[src/rtl/lcd_pkg.sv]
// Shared types, default timing and configuration contents for the LCD command sequencer.
package lcd_pkg;

    typedef enum logic [3:0] {
        WAIT_INIT,
        CFG_LOAD,
        SETUP_HI,
        E_HI,
        HOLD_HI,
        GAP,
        SETUP_LO,
        E_LO,
        HOLD_LO,
        EXEC_WAIT,
        IDLE
    } state_t;

    // Default timing in 50 MHz clk cycles.
    localparam int DEF_SETUP_CYC      = 2;
    localparam int DEF_E_PULSE_CYC    = 12;
    localparam int DEF_HOLD_CYC       = 1;
    localparam int DEF_NIBBLE_GAP_CYC = 50;
    localparam int DEF_CMD_WAIT_CYC   = 2000;
    localparam int DEF_CLEAR_WAIT_CYC = 82000;

    // Wide enough for the longest wait (Clear / Return Home).
    localparam int CNT_W = 17;

    // Post-init configuration: function set, entry mode, display on, clear.
    localparam int CFG_LEN = 4;
    localparam int IDX_W   = $clog2(CFG_LEN);
    localparam logic [CFG_LEN-1:0][7:0] CFG_ROM = {8'h01, 8'h0C, 8'h06, 8'h28};

    // Clear Display (0x01) and Return Home (0x02/0x03) need the long execution wait.
    function automatic logic is_clear(input logic rs, input logic [7:0] data);
        return !rs && (data[7:2] == 6'b0);
    endfunction

endpackage

[src/rtl/lcd_nibble_strobe.sv]
// Decodes a sequencer state into the pin values and phase length for one nibble strobe.
// The same instance serves the upper (_HI) and lower (_LO) nibble of every byte.
module lcd_nibble_strobe
    import lcd_pkg::*;
#(
    parameter int SETUP_CYC   = DEF_SETUP_CYC,
    parameter int E_PULSE_CYC = DEF_E_PULSE_CYC,
    parameter int HOLD_CYC    = DEF_HOLD_CYC
) (
    input  state_t           state,
    input  logic [7:0]       data,
    input  logic             rs,
    output logic [3:0]       db,
    output logic             e,
    output logic             rs_pin,
    output logic [CNT_W-1:0] phase_cyc
);

    logic hi_phase;
    logic lo_phase;

    assign hi_phase = state inside {SETUP_HI, E_HI, HOLD_HI};
    assign lo_phase = state inside {SETUP_LO, E_LO, HOLD_LO};
    assign rs_pin   = (hi_phase || lo_phase) && rs;

    // Pin values and counter reload for the setup / strobe / hold phases.
    always_comb begin
        // NOTE: every output gets a default first so no path leaves it unassigned (no latch).
        db        = 4'h0;
        e         = 1'b0;
        phase_cyc = '0;
        if (hi_phase) db = data[7:4];
        if (lo_phase) db = data[3:0];
        case (state)
            SETUP_HI, SETUP_LO: phase_cyc = CNT_W'(SETUP_CYC - 1);
            E_HI, E_LO: begin
                e         = 1'b1;
                phase_cyc = CNT_W'(E_PULSE_CYC - 1);
            end
            HOLD_HI, HOLD_LO:   phase_cyc = CNT_W'(HOLD_CYC - 1);
            default:            phase_cyc = '0;
        endcase
    end

endmodule

[src/rtl/lcd_cmd_sequencer.sv]
// Owns the 4-bit character LCD bus after power-on init: passes the init FSM through,
// then sends the configuration bytes and serves byte-write requests.
module lcd_cmd_sequencer
    import lcd_pkg::*;
#(
    parameter int SETUP_CYC      = DEF_SETUP_CYC,
    parameter int E_PULSE_CYC    = DEF_E_PULSE_CYC,
    parameter int HOLD_CYC       = DEF_HOLD_CYC,
    parameter int NIBBLE_GAP_CYC = DEF_NIBBLE_GAP_CYC,
    parameter int CMD_WAIT_CYC   = DEF_CMD_WAIT_CYC,
    parameter int CLEAR_WAIT_CYC = DEF_CLEAR_WAIT_CYC
) (
    input  logic       clk,
    input  logic       reset,
    input  logic       init_done,
    input  logic [3:0] init_db,
    input  logic       init_e,
    input  logic       req_valid,
    input  logic       req_rs,
    input  logic [7:0] req_data,
    output logic       req_ready,
    output logic       cfg_done,
    output logic       busy,
    output logic [3:0] lcd_db,
    output logic       lcd_e,
    output logic       lcd_rs,
    output logic       lcd_rw
);

    state_t           state, state_nxt;
    logic [CNT_W-1:0] cnt, cnt_nxt;
    logic [IDX_W-1:0] idx, idx_nxt;
    logic             cfg_active, cfg_active_nxt;
    logic             cfg_done_nxt;
    logic             cur_rs, cur_rs_nxt;
    logic [7:0]       cur_data, cur_data_nxt;
    logic             cnt_zero;
    logic             pass_en;
    logic [3:0]       db_q;
    logic             e_q;
    logic             rs_q;
    logic [3:0]       strobe_db;
    logic             strobe_e;
    logic             strobe_rs;
    logic [CNT_W-1:0] strobe_cyc;

    assign cnt_zero = (cnt == '0);

    // Pin values for the state about to be entered, so the pins can be registered.
    lcd_nibble_strobe #(
        .SETUP_CYC  (SETUP_CYC),
        .E_PULSE_CYC(E_PULSE_CYC),
        .HOLD_CYC   (HOLD_CYC)
    ) u_strobe (
        .state    (state_nxt),
        .data     (cur_data_nxt),
        .rs       (cur_rs_nxt),
        .db       (strobe_db),
        .e        (strobe_e),
        .rs_pin   (strobe_rs),
        .phase_cyc(strobe_cyc)
    );

    // Next state, configuration progress and byte latching.
    always_comb begin
        state_nxt      = state;
        idx_nxt        = idx;
        cfg_active_nxt = cfg_active;
        cfg_done_nxt   = cfg_done;
        cur_rs_nxt     = cur_rs;
        cur_data_nxt   = cur_data;
        if (state != WAIT_INIT && !init_done) begin
            // Init FSM restarted: abandon everything and hand the bus back.
            state_nxt      = WAIT_INIT;
            idx_nxt        = '0;
            cfg_active_nxt = 1'b0;
            cfg_done_nxt   = 1'b0;
            cur_rs_nxt     = 1'b0;
            cur_data_nxt   = 8'h00;
        end else begin
            case (state)
                WAIT_INIT: if (init_done) begin
                    state_nxt      = CFG_LOAD;
                    idx_nxt        = '0;
                    cfg_active_nxt = 1'b1;
                end
                CFG_LOAD: begin
                    cur_data_nxt = CFG_ROM[idx];
                    cur_rs_nxt   = 1'b0;
                    state_nxt    = SETUP_HI;
                end
                SETUP_HI:  if (cnt_zero) state_nxt = E_HI;
                E_HI:      if (cnt_zero) state_nxt = HOLD_HI;
                HOLD_HI:   if (cnt_zero) state_nxt = GAP;
                GAP:       if (cnt_zero) state_nxt = SETUP_LO;
                SETUP_LO:  if (cnt_zero) state_nxt = E_LO;
                E_LO:      if (cnt_zero) state_nxt = HOLD_LO;
                HOLD_LO:   if (cnt_zero) state_nxt = EXEC_WAIT;
                EXEC_WAIT: if (cnt_zero) begin
                    if (!cfg_active) begin
                        state_nxt = IDLE;
                    end else if (idx == IDX_W'(CFG_LEN - 1)) begin
                        cfg_active_nxt = 1'b0;
                        cfg_done_nxt   = 1'b1;
                        state_nxt      = IDLE;
                    end else begin
                        idx_nxt   = idx + 1'b1;
                        state_nxt = CFG_LOAD;
                    end
                end
                IDLE: if (req_valid) begin
                    cur_rs_nxt   = req_rs;
                    cur_data_nxt = req_data;
                    state_nxt    = SETUP_HI;
                end
                default: state_nxt = WAIT_INIT;
            endcase
        end
    end

    // Down-counter: reload with the new state's length on entry, otherwise count to 0.
    always_comb begin
        cnt_nxt = cnt_zero ? cnt : cnt - 1'b1;
        if (state_nxt != state) begin
            case (state_nxt)
                GAP:       cnt_nxt = CNT_W'(NIBBLE_GAP_CYC - 1);
                EXEC_WAIT: cnt_nxt = is_clear(cur_rs, cur_data) ? CNT_W'(CLEAR_WAIT_CYC - 1)
                                                                : CNT_W'(CMD_WAIT_CYC - 1);
                default:   cnt_nxt = strobe_cyc;
            endcase
        end
    end

    // State, counter and registered outputs.
    // NOTE: async reset drives every output register to its idle value, so the pins drop at once.
    always_ff @(posedge clk or posedge reset) begin
        if (reset) begin
            state      <= WAIT_INIT;
            cnt        <= '0;
            idx        <= '0;
            cfg_active <= 1'b0;
            cfg_done   <= 1'b0;
            cur_rs     <= 1'b0;
            cur_data   <= 8'h00;
            db_q       <= 4'h0;
            e_q        <= 1'b0;
            rs_q       <= 1'b0;
            req_ready  <= 1'b0;
            busy       <= 1'b1;
            pass_en    <= 1'b0;
        end else begin
            // NOTE: non-blocking so every register samples the pre-edge values.
            state      <= state_nxt;
            cnt        <= cnt_nxt;
            idx        <= idx_nxt;
            cfg_active <= cfg_active_nxt;
            cfg_done   <= cfg_done_nxt;
            cur_rs     <= cur_rs_nxt;
            cur_data   <= cur_data_nxt;
            db_q       <= strobe_db;
            e_q        <= strobe_e;
            rs_q       <= strobe_rs;
            req_ready  <= (state_nxt == IDLE);
            busy       <= (state_nxt != IDLE);
            pass_en    <= (state_nxt == WAIT_INIT);
        end
    end

    // The init FSM drives the pins directly while it owns the bus.
    assign lcd_db = pass_en ? init_db : db_q;
    assign lcd_e  = pass_en ? init_e  : e_q;
    assign lcd_rs = rs_q;
    assign lcd_rw = 1'b0;

endmodule

[config.mk]
export PLATFORM = sky130hd
export DESIGN_NAME = lcd_cmd_sequencer
export DESIGN_NICKNAME = d
export VERILOG_FILES = /design/src/rtl/lcd_pkg.sv /design/src/rtl/lcd_nibble_strobe.sv /design/src/rtl/lcd_cmd_sequencer.sv
export SDC_FILE = /design/constraint.sdc
export NUM_CORES = 1
export LEC_CHECK = 0
export BUFFER_PORTS_ARGS = -buffer_cell sky130_fd_sc_hd__buf_4
export CAP_MARGIN = 40
export CORE_ASPECT_RATIO = 1.75
export CORE_UTILIZATION = 54
export CTS_CLUSTER_DIAMETER = 60
export DETAILED_ROUTE_END_ITERATION = 6
export GPL_TIMING_DRIVEN = 0
export HOLD_SLACK_MARGIN = 0.1
export PLACE_DENSITY = 0.83
export RECOVER_POWER = 100
export SLEW_MARGIN = 30
export SYNTH_ARGS = -nofsm -noshare
export SYNTH_HDL_FRONTEND = slang
export SYNTH_HIERARCHICAL = 1
export SYNTH_SLANG_ARGS = --single-unit
[constraint.sdc]
create_clock -name clk -period 2.89 [get_ports clk]
set_clock_uncertainty 0.1 [all_clocks]
set_input_delay 0 -clock clk [delete_from_list [all_inputs] [get_ports clk]]
set_output_delay 0 -clock clk [all_outputs]
set_load 0.03 [all_outputs]
==> results of run 1 <==
-- flip-flops by register name, summed over array words and instances, names as in the netlist --
name	count
cnt	17
cur_data	8
db_q	4
state	4
idx	2
busy	1
cfg_active	1
cfg_done	1
cur_rs	1
e_q	1
lcd_rs	1
pass_en	1
req_ready	1
-- cells by family after synthesis --
kind of cell | Yosys count | share of synthesized area
simple gates | 113 | 0.240
compound gates | 77 | 0.194
mux | 8 | 0.0290
fa+ha+maj | 6 | 0.0252
buf+inv | 44 | 0.0945
flops | 43 | 0.361
other cells | 2 | 0.00252
xor+xnor | 18 | 0.0529
-- path summary, 6_finish.rpt --
check                                        to  cells after the start                 start
min in group asynchronous     db_q[0]$_DFF_PP0_                      3                 reset
min reg2reg                cfg_done$_DFFE_PP0P_                      2  cfg_done$_DFFE_PP0P_
min                          idx[0]$_DFFE_PP0P_                      4             init_done
max reg2reg                 cnt[16]$_DFFE_PP0P_                     11    cnt[0]$_DFFE_PP0P_
max                         cnt[16]$_DFFE_PP0P_                     11    cnt[0]$_DFFE_PP0P_
max in group asynchronous   cnt[12]$_DFFE_PP0P_                      4                 reset
-- report_power, final --
part           internal, mW  total [mW]  switching [mW]  leakage (nW)
logic                 0.600        1.39           0.793         0.924
clock network         0.173       0.415           0.242        0.0443
registers             0.766       0.998           0.232         0.554
-- metal layers --
layer	track usage	wire length (µm)	vias to the layer above
met3	0.0399	247	32
met5	0	0	-
met1	0.267	2650	1247
met2	0.519	4310	83
met4	0.159	314	0
li1	-	-	1226
-- Yosys cell counts, types with 2 or more instances --
cell type | count | area share
buf_4 | 20 | 0.050
nor2_1 | 30 | 0.038
or4_1 | 3 | 0.0076
buf_6 | 4 | 0.015
nor3_1 | 7 | 0.012
o211ai_2 | 6 | 0.025
o21a_1 | 3 | 0.0076
nor4_1 | 6 | 0.013
xor2_1 | 7 | 0.021
o21ai_0 | 7 | 0.012
ha_1 | 6 | 0.025
nand3_1 | 7 | 0.012
a32oi_1 | 4 | 0.012
a222oi_1 | 4 | 0.013
nor4_4 | 3 | 0.021
o21ai_1 | 10 | 0.017
nand3_2 | 7 | 0.024
a31oi_1 | 3 | 0.0063
dfrtp_1 | 42 | 0.35
nand2_1 | 20 | 0.025
a22oi_1 | 8 | 0.020
nand2b_1 | 8 | 0.017
a21oi_1 | 17 | 0.029
mux2i_1 | 3 | 0.010
clkbuf_1 | 2 | 0.0025
mux2_2 | 5 | 0.019
conb_1 | 2 | 0.0025
nand4_1 | 3 | 0.0063
buf_2 | 9 | 0.015
xnor2_1 | 11 | 0.032
inv_1 | 9 | 0.011
-- timing repair --
action,CTS,global route
pin swaps,1,2
hold buffers,10,0
setup buffers,1,6
gates resized for setup,4,3
endpoints found under the setup margin,2,7
hold endpoints to repair,52,0
-- per-stage QoR --
stage | worst slack [ns] | hold slack, ns | TNS (ns)
5_1_grt | 0.00889 | 0.169 | 0
2_1_floorplan | 0.161 | 0.0791 | 0
3_3_place_gp | -0.203 | 0.227 | -0.405
6_report | 0.175 | 0.142 | 0
4_1_cts | 0.0185 | 0.108 | 0
3_5_place_dp | -0.230 | -0.0478 | -0.454
-- critical path, cell delays in order, from the launching register on --
cell,delay (ns)
dfrtp_1,0.39
inv_1,0.08
ha_1,0.15
nor4b_4,0.26
and4_1,0.28
buf_6,0.16
nor2_4,0.05
a311oi_4,0.45
and3_1,0.23
clkbuf_2,0.21
nand4_2,0.16
o211ai_1,0.13
-- cell type report --
cell class,instances,share of cell area
sequential,43,0.306
multi-input combinational,237,0.475
buffer,35,0.0678
clock buffer,5,0.0195
inverter,9,0.00958
tap,74,0.0263
clock inverter,3,0.00710
timing repair buffer,44,0.0891
==> impl_metrics.py, run 1 <==
metrics = {
    "outcome": {
        "status": "finished clean",
    },
    "worst_setup_path": {
        "cp.required_ns": 3.02,
        "reg2reg_setup_slack_ns": 0.18,
        "start_kind": "register",
        "end_kind": "register",
        "path_max_fanout": 8,
        "crit_type": "reg2reg",
        "worstPathArrival_ns": 2.85,
    },
    "route": {
        "wl_per_cell_um": 16.7,
        "vias": 2588,
        "drt-total-wl_mm": 7.52,
        "antenna_left": 0,
        "dr.first_iter.drc_count": 94,
        "dr.pass1.iters": 4,
        "drc": 0,
        "viasPerCell": 5.75,
    },
    "finish": {
        "final_common_cell": "dfrtp_1",
        "final_core_util": 0.665,
        "postLayoutCellArea_mm2": 0.00352,
        "seqCellArea_mm2": 0.00108,
        "nNetsFinal": 399,
        "synthToLayoutAreaGrowth_pct": 18.3,
        "multi_input_area_mm2": 0.00167,
        "fillers": 418,
        "n_antenna_cell": 0,
        "fin_cells": 450,
        "drive_gt1_frac": 0.263,
        "layout_common_cells": "42 x dfrtp_1, 38 x buf_4, 28 x nor2_1",
    },
    "min_path": {
        "hp-class": "in2reg",
    },
    "clock_tree": {
        "clock_sinks": 43,
        "cts_made_buffers": 5,
        "worstSkewPairLatency_ns": 0.31,
        "clk_pin_slew_ns": 0.09,
        "cts-root-buf": "clkbuf_8",
        "cts_tree": "built",
        "clock_path_buffers": 2,
        "htree_levels": 2,
    },
    "floorplan": {
        "initial_core_util": 0.562,
        "dieArea_mm2": 0.00583,
        "pin_count": 28,
        "placement_rows": 35,
        "die_w_um": 58.2,
        "die_h_um": 100,
        "core_mm2": 0.00530,
    },
    "sta": {
        "max-slew-margin-rel": 0.172,
        "hold_violations": 0,
        "setup_violations": 0,
        "fin_crit_ns": 2.71,
        "rsz0062_at_grt": "no",
        "period_share": 0.939,
        "max_freq_mhz": 368,
        "tightest_slew_ns": 1.24,
        "report.final.slew_viol_count": 0,
    },
    "synthesis": {
        "ys_seq_area_frac": 0.361,
        "synth_cell_types": 66,
        "ys_ff_latch": 43,
        "synthFlopType": "dfrtp_1",
        "netlist_instances": 311,
        "async_reset_ff_frac": 1.00,
        "syn_area_per_cell_um2": 9.58,
        "synth_edf_count": 0,
        "synth_area_mm2": 0.00298,
        "synth_warnings": 6,
    },
    "power_and_ir_drop": {
        "power_density_mw_per_mm2": 796,
        "p_total_mw": 2.81,
        "vdd_drop_max_v": 0.000554,
        "p_leak_nw": 1.52,
    },
    "grt": {
        "antenna_found_initial": 0,
        "grt_pass1_vias": 2623,
        "grt_max_degree": 24,
        "grt.total_usage": 0.273,
        "grt-ovfl-total": 0,
        "grt_pass1_wl_mm": 12.1,
    },
    "placed_design": {
        "io_buffer_count": 26,
        "dpl_cell_area_mm2": 0.00334,
        "hpwl_mm": 5.37,
        "place_inst": 425,
        "gp_congestion": 0.847,
    },
    "job": {
        "maxCapViolCount": 0,
    },
}
(Power assumes the default switching activity.)
==> inputs of run 2 (changes only) <==
CORE_MARGIN = 3   (was default)
CORE_UTILIZATION = 53   (was 54)
PLACE_DENSITY = 0.82   (was 0.83)
SKIP_CTS_REPAIR_TIMING = 1   (was default)
SYNTH_HIERARCHICAL = default   (was 1)
==> impl_metrics.py, run 2 <==
metrics = {
    "clock_tree": {
        "clock_sinks": 43,
        "worstSkewPairLatency_ns": 0.30,
        "cts_tree": "built",
        "cts_made_buffers": 5,
        "htree_levels": 2,
        "cts-root-buf": "clkbuf_8",
        "clk_pin_slew_ns": 0.09,
        "clock_path_buffers": 2,
    },
    "worst_setup_path": {
        "worstPathArrival_ns": 2.79,
        "path_max_fanout": 5,
        "crit_type": "reg2reg",
        "start_kind": "register",
        "end_kind": "register",
        "cp.required_ns": 2.98,
    },
    "sta": {
        "max_freq_mhz": 371,
        "hold_violations": 0,
        "tightest_slew_ns": 1.20,
        "max-slew-margin-rel": 0.201,
        "setup_violations": 0,
        "report.final.slew_viol_count": 0,
        "rsz0062_at_grt": "no",
        "fin_crit_ns": 2.70,
        "tns_ns": 0,
        "period_share": 0.934,
    },
    "finish": {
        "drive_gt1_frac": 0.160,
        "layout_common_cells": "42 x dfrtp_1, 26 x nor2_1, 25 x nand2_1",
        "top_regs": "cnt x17, cur_data x8",
        "final_core_util": 0.655,
        "nNetsFinal": 330,
        "synthToLayoutAreaGrowth_pct": 17.2,
        "postLayoutCellArea_mm2": 0.00294,
        "regMostFlops": "cnt",
        "fin_cells": 358,
        "n_antenna_cell": 0,
        "final_common_cell": "dfrtp_1",
        "largest_register_ffs": 17,
    },
    "route": {
        "wl_per_cell_um": 16.6,
        "viasPerCell": 5.88,
        "drt-total-wl_mm": 5.95,
        "drc": 0,
        "dr.pass1.iters": 4,
        "dr.first_iter.drc_count": 58,
        "antenna_left": 0,
        "vias": 2106,
    },
    "floorplan": {
        "placement_rows": 32,
        "dieArea_mm2": 0.00562,
        "die_h_um": 97.0,
        "initial_core_util": 0.559,
        "die_w_um": 58.0,
        "pin_count": 28,
        "core_mm2": 0.00448,
    },
    "grt": {
        "grt.total_usage": 0.221,
        "grt_max_degree": 23,
        "grt_pass1_wl_mm": 9.72,
        "grt_pass1_vias": 2203,
        "grt-ovfl-total": 0,
        "antenna_found_initial": 0,
    },
    "placed_design": {
        "dpl_cell_area_mm2": 0.00279,
        "place_inst": 339,
        "hpwl_mm": 4.44,
        "gp_congestion": 0.823,
        "io_buffer_count": 26,
    },
    "min_path": {
        "hp-class": "in2async",
    },
    "synthesis": {
        "synth_edf_count": 0,
        "synth.most_common_cell": "dfrtp_1",
        "syn_area_per_cell_um2": 9.61,
        "synthFlopType": "dfrtp_1",
        "ys_seq_area_frac": 0.430,
        "ys_ff_latch": 43,
        "synth_commonest_cells": "42 x dfrtp_1, 26 x nor2_1, 25 x nand2_1",
        "yosysTopAreaCellShare": 0.419,
        "async_reset_ff_frac": 1.00,
        "synth_area_leaders": "dfrtp_1 42%, nor2_1 3.9%, nand2_1 3.7%",
        "synth_cell_types": 58,
        "netlist_instances": 261,
        "synth_fp_nets": 285,
        "synth_area_mm2": 0.00251,
        "synth.largest_area_cell": "dfrtp_1",
        "synth_warnings": 0,
    },
    "power_and_ir_drop": {
        "p_total_mw": 2.87,
        "p_leak_nw": 1.30,
        "power_density_mw_per_mm2": 978,
        "vdd_drop_max_v": 0.000673,
    },
    "job": {
        "maxCapViolCount": 0,
    },
    "outcome": {
        "status": "finished clean",
    },
}
[run 2: worst paths after layout]
path,from,depth (start not counted),slack [ns],endpoint
min reg2reg,cfg_done$_DFFE_PP0P_,2,0.43,cfg_done$_DFFE_PP0P_
max,cnt[0]$_DFFE_PP0P_,10,0.19,db_q[3]$_DFF_PP0_
min,reset,3,0.32,req_ready$_DFF_PP0_
max reg2reg,cnt[0]$_DFFE_PP0P_,10,0.19,db_q[3]$_DFF_PP0_
min in group clk,req_valid,5,0.35,state[3]$_DFF_PP0_
max in group asynchronous,reset,4,0.81,cnt[2]$_DFFE_PP0P_
[run 2: cell families (layout without fill, tap and decap cells)]
| kind of cell | Yosys count | in the layout | synth area share |
|---|---|---|---|
| and+or+nand+nor | 104 | 104 | 0.232 |
| AOI/OAI and AO/OA | 59 | 59 | 0.174 |
| DFF | 43 | 43 | 0.430 |
| buffers and inverters | 25 | 71 | 0.0449 |
| xor gates and xnor gates | 15 | 15 | 0.0524 |
| muxes | 8 | 8 | 0.0364 |
| adders and majority gates | 6 | 6 | 0.0299 |
| other | 1 | 1 | 0.00150 |
[run 2: metrics by stage]
stage	worst slack, ns	hold slack [ns]
after floorplan	0.605	0.0648
after global placement	0.368	0.197
after detailed placement	0.262	-0.0379
after CTS	0.236	-0.368
after global routing	0.00705	0.367
final	0.191	0.317
[run 2: power by group]
group / switching (mW) / internal [mW] / total, mW
clock: 0.233 / 0.173 / 0.406
sequential: 0.189 / 0.752 / 0.942
combinational: 0.910 / 0.615 / 1.52
total: 1.33 / 1.54 / 2.87
[run 2: layout make-up]
class | count | area (µm²)
Fill cell | 367 | 1550
Multi-Input combinational cell | 193 | 1310
Sequential cell | 43 | 1080
Timing Repair Buffer | 38 | 275
Clock buffer | 5 | 68.8
Buffer | 13 | 68.8
Tap cell | 51 | 63.8
Inverter | 12 | 45.0
Clock inverter | 3 | 25.0
[run 2: critical path, stage by stage (launching register included)]
cell and delay (ns):
dfrtp_1 0.43, inv_1 0.10, ha_1 0.16, nor4b_2 0.29
and4_1 0.26, buf_6 0.13, a311oi_2 0.14, and2_4 0.21
a21boi_0 0.12, mux2_1 0.39, a22o_1 0.25
[run 2: routing by layer]
metal	wire length, µm	vias up	part of all wire	GRT usage
met1	2170	1018	0.36	0.214
met4	201	0	0.034	0.118
li1	-	1022	-	-
met5	0	-	0	0
met2	3440	47	0.58	0.415
met3	140	19	0.024	0.0387
